<file path="src/rtl/pixel_proc_pkg.sv">
// Shared types and helpers for the pixel stream processor.
// Pixel op encoding, FSM states and pixel geometry.
package pixel_proc_pkg;

  typedef enum logic [1:0] {
    PM_PASS,
    PM_THRESH,
    PM_BRIGHT,
    PM_INVERT
  } pix_mode_e;

  typedef enum logic [1:0] {
    ST_FILL,
    ST_CALC,
    ST_DRAIN
  } state_e;

  localparam int COLOR_SIZE_DEF = 8;

  function automatic int pixel_size(input int cs);
    return 3 * cs;
  endfunction

endpackage

</file>
<file path="src/rtl/pixel_stream_processor_op.sv">
// Combinational per-pixel operation.
// Pass, threshold on channel mean, saturating add, invert.
module pixel_op
  import pixel_proc_pkg::*;
#(
  parameter int COLOR_SIZE = COLOR_SIZE_DEF
) (
  input  logic [3*COLOR_SIZE-1:0] pix_in,
  input  pix_mode_e               mode,
  input  logic [COLOR_SIZE-1:0]   proc_val,
  output logic [3*COLOR_SIZE-1:0] pix_out
);

  localparam logic [COLOR_SIZE-1:0] MAXV = '1;

  logic [COLOR_SIZE+1:0] sum;
  logic [COLOR_SIZE+1:0] avg;
  logic [COLOR_SIZE-1:0] thr;
  logic [COLOR_SIZE-1:0] ch;
  logic [COLOR_SIZE:0]   sat;

  always_comb begin
    sum = '0;
    for (int c = 0; c < 3; c++)
      sum = sum + {2'b00, pix_in[c*COLOR_SIZE +: COLOR_SIZE]};
    avg = sum / (COLOR_SIZE+2)'(3);
    thr = (avg > {2'b00, proc_val}) ? MAXV : '0;
  end

  always_comb begin
    pix_out = pix_in;
    ch      = '0;
    sat     = '0;
    for (int c = 0; c < 3; c++) begin
      ch  = pix_in[c*COLOR_SIZE +: COLOR_SIZE];
      sat = {1'b0, ch} + {1'b0, proc_val};
      unique case (1'b1)
        mode == PM_PASS:
          pix_out[c*COLOR_SIZE +: COLOR_SIZE] = ch;
        mode == PM_THRESH:
          pix_out[c*COLOR_SIZE +: COLOR_SIZE] = thr;
        mode == PM_BRIGHT:
          pix_out[c*COLOR_SIZE +: COLOR_SIZE] =
            sat[COLOR_SIZE] ? MAXV : sat[COLOR_SIZE-1:0];
        mode == PM_INVERT:
          pix_out[c*COLOR_SIZE +: COLOR_SIZE] = MAXV - ch;
        default:
          pix_out[c*COLOR_SIZE +: COLOR_SIZE] = ch;
      endcase
    end
  end

endmodule

</file>
<file path="src/rtl/pixel_stream_processor.sv">
// Groups bus words, applies a per-pixel op in one cycle,
// then replays the words with valid/ready and last.
module pixel_stream_processor
  import pixel_proc_pkg::*;
#(
  parameter int DATA_WIDTH  = 32,
  parameter int COLOR_SIZE  = COLOR_SIZE_DEF,
  parameter int GROUP_WORDS = 3
) (
  input  logic                  clk,
  input  logic                  rst_n,
  input  logic                  flush,
  input  logic [1:0]            mode,
  input  logic [COLOR_SIZE-1:0] proc_val,
  input  logic [DATA_WIDTH-1:0] in_data,
  input  logic                  in_vld,
  input  logic                  in_last,
  output logic                  in_rdy,
  output logic [DATA_WIDTH-1:0] out_data,
  output logic                  out_vld,
  output logic                  out_last,
  input  logic                  out_rdy,
  output logic                  busy
);

  localparam int PIXEL_SIZE = pixel_size(COLOR_SIZE);
  localparam int BUF_W      = GROUP_WORDS * DATA_WIDTH;
  localparam int N_PIX      = BUF_W / PIXEL_SIZE;
  localparam int CW         = $clog2(GROUP_WORDS + 1);

  if ((BUF_W % PIXEL_SIZE) != 0) begin : g_bad_geom
    $error("group width must hold a whole number of pixels");
  end

  state_e                state_q;
  state_e                state_d;
  logic [CW-1:0]         wr_cnt;
  logic [CW-1:0]         rd_cnt;
  logic                  last_pending;
  pix_mode_e             mode_q;
  logic [COLOR_SIZE-1:0] pv_q;
  logic [BUF_W-1:0]      grp_buf;
  logic [BUF_W-1:0]      proc_buf;
  logic                  grp_end;
  logic                  drain_done;

  for (genvar i = 0; i < N_PIX; i++) begin : g_pix
    pixel_op #(
      .COLOR_SIZE(COLOR_SIZE)
    ) u_op (
      .pix_in  (grp_buf[i*PIXEL_SIZE +: PIXEL_SIZE]),
      .mode    (mode_q),
      .proc_val(pv_q),
      .pix_out (proc_buf[i*PIXEL_SIZE +: PIXEL_SIZE])
    );
  end

  assign grp_end    = in_last || (wr_cnt == CW'(GROUP_WORDS - 1));
  assign drain_done = out_rdy && (rd_cnt == wr_cnt);

  always_ff @(posedge clk or negedge rst_n) begin
    if (!rst_n) state_q <= ST_FILL;
    else        state_q <= state_d;
  end

  always_comb begin
    state_d = state_q;
    in_rdy  = 1'b0;
    busy    = 1'b1;
    unique case (state_q)
      ST_FILL: begin
        in_rdy = !flush;
        busy   = 1'b0;
        if (in_vld && !flush && grp_end)
          state_d = ST_CALC;
      end
      ST_CALC:  state_d = ST_DRAIN;
      ST_DRAIN: if (drain_done) state_d = ST_FILL;
      default:  state_d = ST_FILL;
    endcase
    if (flush) state_d = ST_FILL;
  end

  // Output word 0 is loaded straight from the op results,
  // so a full group costs 2*GROUP_WORDS+1 cycles.
  always_ff @(posedge clk or negedge rst_n) begin
    if (!rst_n) begin
      wr_cnt       <= '0;
      rd_cnt       <= '0;
      last_pending <= 1'b0;
      mode_q       <= PM_PASS;
      pv_q         <= '0;
      grp_buf      <= '0;
      out_data     <= '0;
      out_vld      <= 1'b0;
      out_last     <= 1'b0;
    end else if (flush) begin
      wr_cnt       <= '0;
      rd_cnt       <= '0;
      last_pending <= 1'b0;
      grp_buf      <= '0;
      out_vld      <= 1'b0;
      out_last     <= 1'b0;
    end else begin
      unique case (state_q)
        ST_FILL: begin
          if (in_vld) begin
            grp_buf[wr_cnt*DATA_WIDTH +: DATA_WIDTH] <= in_data;
            wr_cnt       <= wr_cnt + 1'b1;
            last_pending <= in_last;
            if (wr_cnt == '0) begin
              mode_q <= pix_mode_e'(mode);
              pv_q   <= proc_val;
            end
          end
        end
        ST_CALC: begin
          grp_buf  <= proc_buf;
          out_data <= proc_buf[DATA_WIDTH-1:0];
          out_vld  <= 1'b1;
          out_last <= last_pending && (wr_cnt == CW'(1));
          rd_cnt   <= CW'(1);
        end
        ST_DRAIN: begin
          if (drain_done) begin
            wr_cnt       <= '0;
            rd_cnt       <= '0;
            last_pending <= 1'b0;
            grp_buf      <= '0;
            out_vld      <= 1'b0;
            out_last     <= 1'b0;
          end else if (out_rdy) begin
            out_data <= grp_buf[rd_cnt*DATA_WIDTH +: DATA_WIDTH];
            out_last <= last_pending && (rd_cnt == wr_cnt - 1'b1);
            rd_cnt   <= rd_cnt + 1'b1;
          end
        end
        default: ;
      endcase
    end
  end

endmodule

</file>
<file path="config.mk">
export PLATFORM = sky130hd
export DESIGN_NAME = pixel_stream_processor
export DESIGN_NICKNAME = d
export VERILOG_FILES = /design/src/rtl/pixel_proc_pkg.sv /design/src/rtl/pixel_stream_processor_op.sv /design/src/rtl/pixel_stream_processor.sv
export SDC_FILE = /design/constraint.sdc
export NUM_CORES = 1
export LEC_CHECK = 0
export BUFFER_PORTS_ARGS = -buffer_cell sky130_fd_sc_hd__buf_2
export CELL_PAD_IN_SITES_DETAIL_PLACEMENT = 0
export CELL_PAD_IN_SITES_GLOBAL_PLACEMENT = 1
export CORE_MARGIN = 4
export CORE_UTILIZATION = 44
export DETAILED_ROUTE_END_ITERATION = 8
export HOLD_SLACK_MARGIN = 0.15
export PLACE_DENSITY_LB_ADDON = 0.1
export SYNTH_ARGS = -nofsm -noshare
export SYNTH_HDL_FRONTEND = slang
export SYNTH_SLANG_ARGS = --single-unit
export TNS_END_PERCENT = 30
</file>
<file path="constraint.sdc">
create_clock -name clk -period 7.3 [get_ports clk]
set_input_delay 1.46 -clock clk [delete_from_list [all_inputs] [get_ports clk]]
set_output_delay 1.46 -clock clk [all_outputs]
set_load 0.03 [all_outputs]
</file>
Yosys cells after proc, flatten, opt, wreduce, memory -nomap -nowiden
Index checks and enable logic that the tools add are counted.
- bits in registers: 147
- add/sub/neg operators: 36
- div/mod/pow operators: 4
- magnitude comparators: 4
- eq/ne operators: 16
- shift-type cells: 3
- muxes and demuxes: 59
- bitwise operators: 1
- reductions and logical operators: 21
- operators by type and width (operator ; number):
    96-bit 2-to-1 mux ; 3
    8-bit case mux with 3 select lines ; 12
    96-bit case mux with 3 select lines ; 1
    8-bit by 8-bit adder with 9-bit output ; 16
    8-bit 2-to-1 mux ; 16
    96-bit bitwise mux ; 1
    32-bit by 34-bit variable shift with 96-bit output, first input constant ; 1
    32-bit by 34-bit indexed part select with 96-bit output ; 1
    96-bit by 8-bit indexed part select with 32-bit output ; 1
    8-bit subtractor, first input constant ; 12
    32-bit 2-to-1 mux ; 2
    32-bit case mux with 2 select lines ; 1
    10-bit by 8-bit adder with 10-bit output ; 4
    10-bit by 2-bit divider with 10-bit output, second input constant ; 4
    10-bit by 8-bit greater-than comparator with 1-bit output ; 4
    7-bit negator with 34-bit output ; 1
    2-bit 2-to-1 mux ; 8
    4-bit AND reduction ; 3
    1-bit 2-to-1 mux ; 9
    3-bit != test, second input constant ; 3
    2-bit == test, second input constant ; 4
    2-bit case mux with 2 select lines ; 2
    2-bit by 1-bit == test with 1-bit output, second input constant ; 3
    1-bit case mux with 2 select lines ; 3
    other kinds (17) ; 29

Longest topological paths before layout
Gate-level depths: netlist (run 1).
- depth in word-level cells: 8
- depth in mapped cells: 43

Hierarchy
Synthesis (run 1) repeated with hierarchy kept, for this count alone.
- cell total of the unflattened synthesis: 2278
- area, all modules: 19800.2 µm²
- by module, submodules not included (module ; instances ; cells an instance ; area an instance (µm²) ; sequential area each (µm²)):
    pixel_op at g_pix[0].u_op ... ; 3 ; 396 ; 2854.0 ; 0.0
    pixel_stream_processor ; 1 ; 649 ; 8085.3 ; 3678.5
    pixel_op at g_pix[3].u_op ; 1 ; 441 ; 3153.0 ; 0.0

Least setup slack after synthesis (run 1)
No wires, ideal clock.
- path kind: reg-to-reg
- start: register grp_buf[24]
- end: register out_data[24]
- setup time: 0.133 ns
- data arrival time: 7.092 ns
- required time: 7.167 ns
- slack: 0.075 ns
- stages on the path, launching flop included: 38
- period minus slack after synthesis: 7.225 ns
- cells stage by stage: dfrtp_1 ha_1 inv_1 fa_1 nor2b_1 o2111ai_1 nand4b_1 xor2_1 ha_1 nor4b_1 or3_1 buf_6 a21oi_2 or3_1 a311oi_2 nor3_1 maj3_1 a32oi_1 (+2 left out) ha_1 inv_1 o21ai_0 a31o_2 ha_1 nor2b_1 o21a_1 o21a_1 o21a_1 o21a_1 o21a_1 o21a_1 o22ai_1 a211oi_1 or2_2 clkbuf_1 o22ai_1 o21ai_0
- cells in the longest elaborated chain, start to end: 7
- elaborated cells on any way between the ends: 13
- classes of those cells: add/sub (4); div (1); order compare (1); shift (1); mux (6)
- RTL lines (item ; RTL line ; RTL):
    start: declaration ; pixel_stream_processor.sv:42 ; logic [BUF_W-1:0] grp_buf;
    start signal: indexed assignment ; pixel_stream_processor.sv:108 ; grp_buf[wr_cnt*DATA_WIDTH +: DATA_WIDTH] <= in_data;
    start signal: assignment ; pixel_stream_processor.sv:118 ; grp_buf <= proc_buf;
    8-bit by 8-bit adder with 9-bit output ; pixel_stream_processor_op.sv:25 ; sum = sum + {2'b00, pix_in[c*COLOR_SIZE +: COLOR_SIZE]};
    10-bit by 8-bit adder with 10-bit output ; pixel_stream_processor_op.sv:25 ;
    10-bit by 2-bit divider with 10-bit output ; pixel_stream_processor_op.sv:26 ; avg = sum / (COLOR_SIZE+2)'(3);
    10-bit by 8-bit greater-than comparator with 1-bit output ; pixel_stream_processor_op.sv:27 ; thr = (avg > {2'b00, proc_val}) ? MAXV : '0;
    8-bit 2-to-1 mux ; pixel_stream_processor_op.sv:27 ;
    8-bit case mux with 3 select lines ; pixel_stream_processor_op.sv:37 ; unique case (1'b1)
    32-bit case mux with 2 select lines * ; pixel_stream_processor.sv:105 ; unique case (state_q)
    end signal: assignment ; pixel_stream_processor.sv:119 ; out_data <= proc_buf[DATA_WIDTH-1:0];
    end signal: assignment ; pixel_stream_processor.sv:133 ; out_data <= grp_buf[rd_cnt*DATA_WIDTH +: DATA_WIDTH];
    end: declaration ; pixel_stream_processor.sv:19 ; output logic [DATA_WIDTH-1:0] out_data,
Every way passes the cells marked *; elsewhere a longest branch is shown, timed or not. The select of a mux whose other input is x is not followed.
A chain may end at the register's enable or synchronous reset.

Final worst setup path (run 1)
- start: register grp_buf[56]
- end: register grp_buf[65]
- cells in the longest elaborated chain, start to end: 8
- RTL lines (item ; RTL line ; RTL):
    8-bit by 8-bit adder with 9-bit output ; pixel_stream_processor_op.sv:25 ;
    10-bit by 8-bit adder with 10-bit output ; pixel_stream_processor_op.sv:25 ;
    10-bit by 2-bit divider with 10-bit output ; pixel_stream_processor_op.sv:26 ;
    10-bit by 8-bit greater-than comparator with 1-bit output ; pixel_stream_processor_op.sv:27 ;
    8-bit 2-to-1 mux ; pixel_stream_processor_op.sv:27 ;
    8-bit case mux with 3 select lines ; pixel_stream_processor_op.sv:37 ;
    96-bit case mux with 3 select lines ; pixel_stream_processor.sv:105 ;
    96-bit 2-to-1 mux ; pixel_stream_processor.sv:97 ; end else if (flush) begin
No other way between the ends.

==> reports/metrics.yaml, run 1 <==
status:
  result_of_the_run: "finished with violations"
  failing_checks: "negative setup slack"
timing:
  max_freq_mhz: 135
  final-hold-violation-count: 0
  maxSlewHeadroom_pct: 15.7
  timing.final.max_slew_violations: 0
  finalSetupViolCount: 47
  layout_worst_path_cycle_share_pct: 101
  final_period_minus_worst_setup_slack_ns: 7.38
  finClkSkew_ns: 0.0169
  unrepaired_setup_endpoints_after_global_routing: "yes"
  worst_slew_pin_slew_ns: 1.26
  worst_slack_ns: -0.0805
yosys:
  ys_seq_elements: 147
  netlist.area_leader.share_pct: 20.0
  synth_nets: 2621
  simple_gate_area_share_of_the_yosys_netlist_pct: 16.0
  synth_top_family_by_area: "compound AO/OA/AOI/OAI gates"
  post_synth_xor_area_fraction_pct: 6.39
  async_flop_share_pct: 100
  count_of_unique_library_cells_instantiated_by_yosys: 96
  yosysWarnings: 0
  synthesis.area_per_instance_um2: 7.85
  syn_inst: 2346
  synth_area_um2: 18400
  post_synth_main_area_contributors: "dfrtp_1, ha_1, a22oi_1, a21oi_1, o21ai_0"
  yosysSeqAreaShare_pct: 20.0
  synthDominantAreaCellType: "dfrtp_1"
  synth_compound_area_share_pct: 32.3
  muxShareOfSynthArea_pct: 3.38
  yosys_most_used_dff: "dfrtp_1"
  synth-adder-area-share_pct: 16.3
  synth_edf_count: 0
critical_path:
  worst_setup_path_end_kind: "register"
  cp_slowest_cell: "fa_2"
  r2r_start: "grp_buf[56]$_DFFE_PN0P_"
  worstPathArrival_ns: 7.72
  max_stage_delay_ns: 0.38
  crit_path_max_fanout: 6
  crit_required_ns: 7.64
  path_class: "reg -> reg"
  timing.reg2reg.worst_path_depth: 40
  crit_path_start_kind: "register"
  r2r-end: "grp_buf[65]$_DFFE_PN0P_"
  flop_to_flop_setup_slack_ns: -0.08
place:
  placed_cell_area_um2: 21400
  place_hpwl_um: 55100
  dpl.cell_count: 3149
  gp_routability_congestion: 0.932
  place_worst_setup_slack_ns: -0.476
  placement.io_buffers: 83
grt:
  grt_max_degree: 67
  overflow: 0
  grt_use_total_pct: 32.5
  first_global_vias: 19500
  groute.layer.met3.usage_pct: 6.40
  grt_first_pass_wirelength_um: 113000
  busiest_layer_in_global_routing: "met2"
  grt_util_met2_pct: 52.3
  grt_antenna_before_repair: 0
  grt.met1_usage_pct: 43.2
die:
  fp-row-count: 74
  start_util_pct: 44.8
  io_pins: 84
  fp.dieH_um: 213
  design.core.area_um2: 41100
  dieArea_um2: 45200
  die_w_um: 213
detailed_routing:
  route.detailed.drc: 0
  drt_first_pass_iters: 5
  vias_per_cell: 6.23
  wirelength_um: 75300
  first_iter_violations: 1820
  post_route_ant_nets: 0
  vias: 20000
  wl_per_cell_um: 23.4
run:
  drv.max_cap_violation_count: 0
clock_tree:
  worst_skew_pair.late_latency_ns: 0.49
  cts-htree-levels: 4
  clockBufferDepth: 2
  clk_transition_reported_paths_ns: 0.07
  cts_tree: "yes"
  numCtsBuffers: 17
  clock_sinks: 147
  ctsRootBufferMaster: "clkbuf_16"
worst_hold_path:
  start_point_of_the_worst_hold_path: "out_data[8]$_DFFE_PN0P_"
  worst_hold_path_type: "reg -> reg"
  worst_hold_path.endpoint: "out_data[8]$_DFFE_PN0P_"
  whs_path_depth: 1
final_layout:
  n_antenna_cell: 0
  stdcell_count: 3215
  areaGrowthSynthToFinish_pct: 27.0
  nets: 2946
  layout-drive-gt1-share_pct: 26.7
  layout.core_utilization_pct: 56.9
  finish.instance_area_um2: 23400
state kept, by name, summed over array words and instances (netlist names), 2 cells and up:
name	flops
mode_q	2
pv_q	8
wr_cnt	2
grp_buf	96
out_data	32
state_q	2
rd_cnt	2
critical path: cells and delay by family, from the launching register on:
family          cells  cell delay [ns]
compound gates     17             3.33
fa+ha+maj           5             1.27
simple gates        9             1.04
buf+inv             6             0.75
flops               1             0.37
xor+xnor            3             0.45
placed cells by master (no fill, tap or decap), drive strengths merged, types with 22 or more instances in the layout:
cell type and count:
xor2 52, mux2i 33, o21ai 207, nand2 183, ha 207, a211oi 28, a21oi 203, nand3 47
buf 424, nor2 198, xnor2 79, dfrtp 147, nor2b 34, a22oi 143, mux2 26, a221oi 22
a21o 36, nand2b 31, nor3 42, o221ai 26, o21a 26, inv 141, a31oi 30
layer usage:
layer / routed length, um / vias up
met5: 0 / -
met4: 3090 / 0
met3: 6120 / 166
met2: 34400 / 802
met1: 31700 / 9659
li1: - / 9397
stage by stage:
step / TNS, ns / hold slack, ns
final: -1.96 / 0.475
after global routing: -52.81 / 0.517
after CTS: -1.40 / 0.482
after detailed placement: -29.82 / 0.466
after global placement: -15.19 / 0.460
after floorplan: 0 / 0.458
kinds of logic after synthesis:
family | Yosys count
AO/OA/AOI/OAI | 889
XOR/XNOR | 132
adder cells (fa/ha/maj) | 229
buffers and inverters | 257
flip-flops | 147
multiplexers | 59
AND/OR/NAND/NOR | 633
synth_stat cells, drive strengths merged (8+ instances only):
cell type	n
nor3	42
nand2	183
and3	14
nand4	18
fa	20
a22o	10
a2111oi	9
a21oi	203
inv	138
nor2	198
o2111ai	13
and2	13
a211oi	28
or2	10
ha	207
xor2	52
a22oi	143
o221ai	26
a21o	36
o22ai	19
mux2	26
o21a	26
a31oi	30
mux2i	33
a221oi	22
or3	10
o21ai	207
clkbuf	102
nand2b	31
xnor2	79
nand3	47
dfrtp	147
a221o	14
o211ai	12
buf	16
nor2b	34
a311oi	10
nor4	8
o21bai	20
cell type report:
type                       instances  area [um2]
clock inverter                    11         130
sequential                       147        3680
timing repair buffer             424        3100
multi-input combinational       1942       14800
tap                              532         666
fill                            3871       17700
clock buffer                      20         437
inverter                         139         524
worst max path at each step:
| stage | from | to | slack [ns] | cells after the start |
|---|---|---|---|---|
| 6_report | grp_buf[56]$_DFFE_PN0P_ | grp_buf[65]$_DFFE_PN0P_ | -0.08 | 40 |
| 4_1_cts | grp_buf[32]$_DFFE_PN0P_ | grp_buf[43]$_DFFE_PN0P_ | -0.09 | 38 |
| 2_1_floorplan | grp_buf[24]$_DFFE_PN0P_ | out_data[24]$_DFFE_PN0P_ | 0.07 | 37 |
| 5_1_grt | grp_buf[56]$_DFFE_PN0P_ | grp_buf[64]$_DFFE_PN0P_ | -0.59 | 42 |
| 3_3_place_gp | grp_buf[48]$_DFFE_PN0P_ | grp_buf[54]$_DFFE_PN0P_ | -0.30 | 41 |
| 3_5_place_dp | grp_buf[32]$_DFFE_PN0P_ | out_data[29]$_DFFE_PN0P_ | -0.48 | 35 |
what timing repair did:
item | 4_1_cts | 5_1_grt
endpoints found under the hold margin | 0 | 0
gates resized for setup | 138 | 204
endpoints found under the setup margin | 121 | 128
hold buffers | 0 | 0
pin swaps | 65 | 94
setup buffers | 21 | 13
gates cloned | 2 | 0
Power of run 1 is not shown: default switching activity piles up to over one toggle a cycle in this logic, so the estimate is an artifact.
==> run 2, diff against run 1 <==
CORE_MARGIN = 2   (was 4)
==> run 2 against run 1 <==
  * The flow still finishes with violations (negative setup slack)
  * Sequential cell count did not move
  * Global-route usage up 1.4 points
  * Utilization is 1.2 points higher
  * Critical path depth is 2 lower
  * Sequential share of layout area fell by 0.31 points
  * Register-to-register slack worse by 0.05 ns
  * Setup slack lost 0.053 ns
  * Via count up 1.4%
  * Cell area grew 2.0%
  * Die area down 3.7%
  * Highest routed layer unchanged
==> reports/metrics.yaml, run 2 (synthesized netlist as in run 1, its figures left out) <==
status:
  result_of_the_run: "finished with violations"
  failing_checks: "negative setup slack"
critical_path:
  worstSetupStartpoint: "grp_buf[32]$_DFFE_PN0P_"
  critical_path.most_common_cell: "o21a_1"
  flop_to_flop_setup_slack_ns: -0.13  # -0.05 ns
  r2r_start: "grp_buf[32]$_DFFE_PN0P_"
  max_stage_delay_ns: 0.37  # about the same
  worst_setup_path_end_kind: "register"
  crit_path_start_kind: "register"
  worstPathArrival_ns: 7.79  # +0.07 ns
  crit_required_ns: 7.66  # +0.02 ns
  cp_slowest_cell: "dfrtp_1"
  path_class: "reg -> reg"
  crit_path_max_fanout: 7  # +1
grt:
  grt_max_degree: 86  # +28%
  grt_use_total_pct: 33.9  # +1.4 points
  grt_antenna_before_repair: 0  # unchanged
  first_global_vias: 19000  # -2.7%
  grt_first_pass_wirelength_um: 113000  # unchanged
  overflow: 0  # unchanged
clock_tree:
  worst_skew_pair.late_latency_ns: 0.49  # about the same
  cts_tree: "yes"
  numCtsBuffers: 17  # unchanged
  clk_transition_reported_paths_ns: 0.07  # about the same
  clockBufferDepth: 2  # unchanged
  clock_sinks: 147  # unchanged
  cts-htree-levels: 4  # unchanged
  postCtsHoldBufs: 0  # unchanged
  ctsRootBufferMaster: "clkbuf_16"
timing:
  final-hold-violation-count: 0  # unchanged
  layout_worst_path_cycle_share_pct: 102  # +0.73 points
  finClkSkew_ns: 0.0139  # -0.00294 ns
  max_freq_mhz: 135  # -0.72%
  worst_slew_pin_slew_ns: 1.20  # -0.0661 ns
  final_period_minus_worst_setup_slack_ns: 7.43  # +0.0534 ns
  maxSlewHeadroom_pct: 19.6  # +3.9 points
  unrepaired_setup_endpoints_after_global_routing: "yes"
  finalSetupViolCount: 56  # +19%
  timing.final.max_slew_violations: 0  # unchanged
  fin_tns_setup_ns: -3.43  # -1.47 ns
  worst_slack_ns: -0.134  # -0.0534 ns
detailed_routing:
  first_iter_violations: 1890  # +3.8%
  route.detailed.drc: 0  # unchanged
  vias_per_cell: 6.27  # +0.63%
  drt_first_pass_iters: 7  # +2
  wirelength_um: 76100  # +1.2%
  post_route_ant_nets: 0  # unchanged
  wl_per_cell_um: 23.5  # +0.47%
  vias: 20300  # +1.4%
final_layout:
  layout.core_utilization_pct: 58.0  # +1.2 points
  layout-drive-gt1-share_pct: 28.8  # +2.1 points
  n_antenna_cell: 0  # unchanged
  multi_input_area_um2: 15100  # +1.8%
  nets: 2969  # +0.78%
  final_cell_mix: "buf_4, ha_1, nor2_1"
  largest_register_ffs: 96  # unchanged
  fill_cells: 3799  # -1.9%
  finish.instance_area_um2: 23900  # +2.0%
  seqCellArea_um2: 3680  # about the same
  top_regs: "grp_buf x96, out_data x32, pv_q x8"
  most_common_cell_after_layout_fill_and_taps_aside: "buf_4"
  areaGrowthSynthToFinish_pct: 29.5
  stdcell_count: 3238  # +0.72%
  largest_register: "grp_buf"
die:
  design.core.area_um2: 41100  # unchanged
  io_pins: 84  # unchanged
  dieArea_um2: 43500  # -3.7%
  fp-row-count: 74  # unchanged
  die_w_um: 209  # -1.9%
  fp.dieH_um: 209  # -1.9%
  start_util_pct: 44.8  # unchanged
place:
  place_hpwl_um: 55100  # about the same
  dpl.cell_count: 3153  # +0.13%
  placed_cell_area_um2: 21400  # +0.16%
  gp_routability_congestion: 0.933  # +0.15%
  placement.io_buffers: 83  # unchanged
worst_hold_path:
  start_point_of_the_worst_hold_path: "out_data[14]$_DFFE_PN0P_"
  worst_hold_path_type: "reg -> reg"
run:
  drv.max_cap_violation_count: 0  # unchanged
-- run 2: area by class of cell --
class / instances / area share [%]
tap: 532 / 2.79
multi-input combinational: 1942 / 63.3
clock inverter: 11 / 0.739
sequential: 147 / 15.4
timing repair buffer: 447 / 13.7
inverter: 139 / 2.19
clock buffer: 20 / 1.87
-- run 2: path summary, 6_finish.rpt --
path                                       endpoint  cells past startpoint
min reg2reg                out_data[14]$_DFFE_PN0P_                      2
min                        out_data[14]$_DFFE_PN0P_                      2
max reg2reg                out_data[28]$_DFFE_PN0P_                     38
min in group asynchronous     mode_q[1]$_DFFE_PN0P_                      1
max in group asynchronous   grp_buf[74]$_DFFE_PN0P_                      2
max                        out_data[28]$_DFFE_PN0P_                     38
-- run 2: stage by stage --
stage / hold slack [ns] / worst slack, ns
after floorplan: 0.458 / 0.0746
after global placement: 0.460 / -0.518
after detailed placement: 0.472 / -0.626
after CTS: 0.485 / -0.145
after global routing: 0.504 / -0.469
final: 0.479 / -0.134
-- run 2: what timing repair did --
action	4_1_cts	5_1_grt
cloned	0	1
setup endpoints to repair	128	128
pin swaps	41	152
gates resized for setup	116	273
buffers inserted	14	42
-- run 2: layer usage --
layer  vias to the layer above  routed length [um]  global-route usage, %
li1                       9463                   -                      -
met1                      9823               32900                   45.5
met2                       832               34700                   54.1
met3                       177                5600                   5.47
met4                         0                3020                   14.1
met5                         -                   0                      0
-- run 2: worst max-delay path, delay by kind of cell, from the launching register on --
family                     cells  cell delay, ns
and+or+nand+nor                9            2.10
buffers and inverters          4            0.43
DFF                            1            0.37
xor gates and xnor gates       2            0.49
muxes                          1            0.22
AOI/OAI and AO/OA             17            2.47
adders and majority gates      5            1.20
Power of run 2 is left out for the same reason.
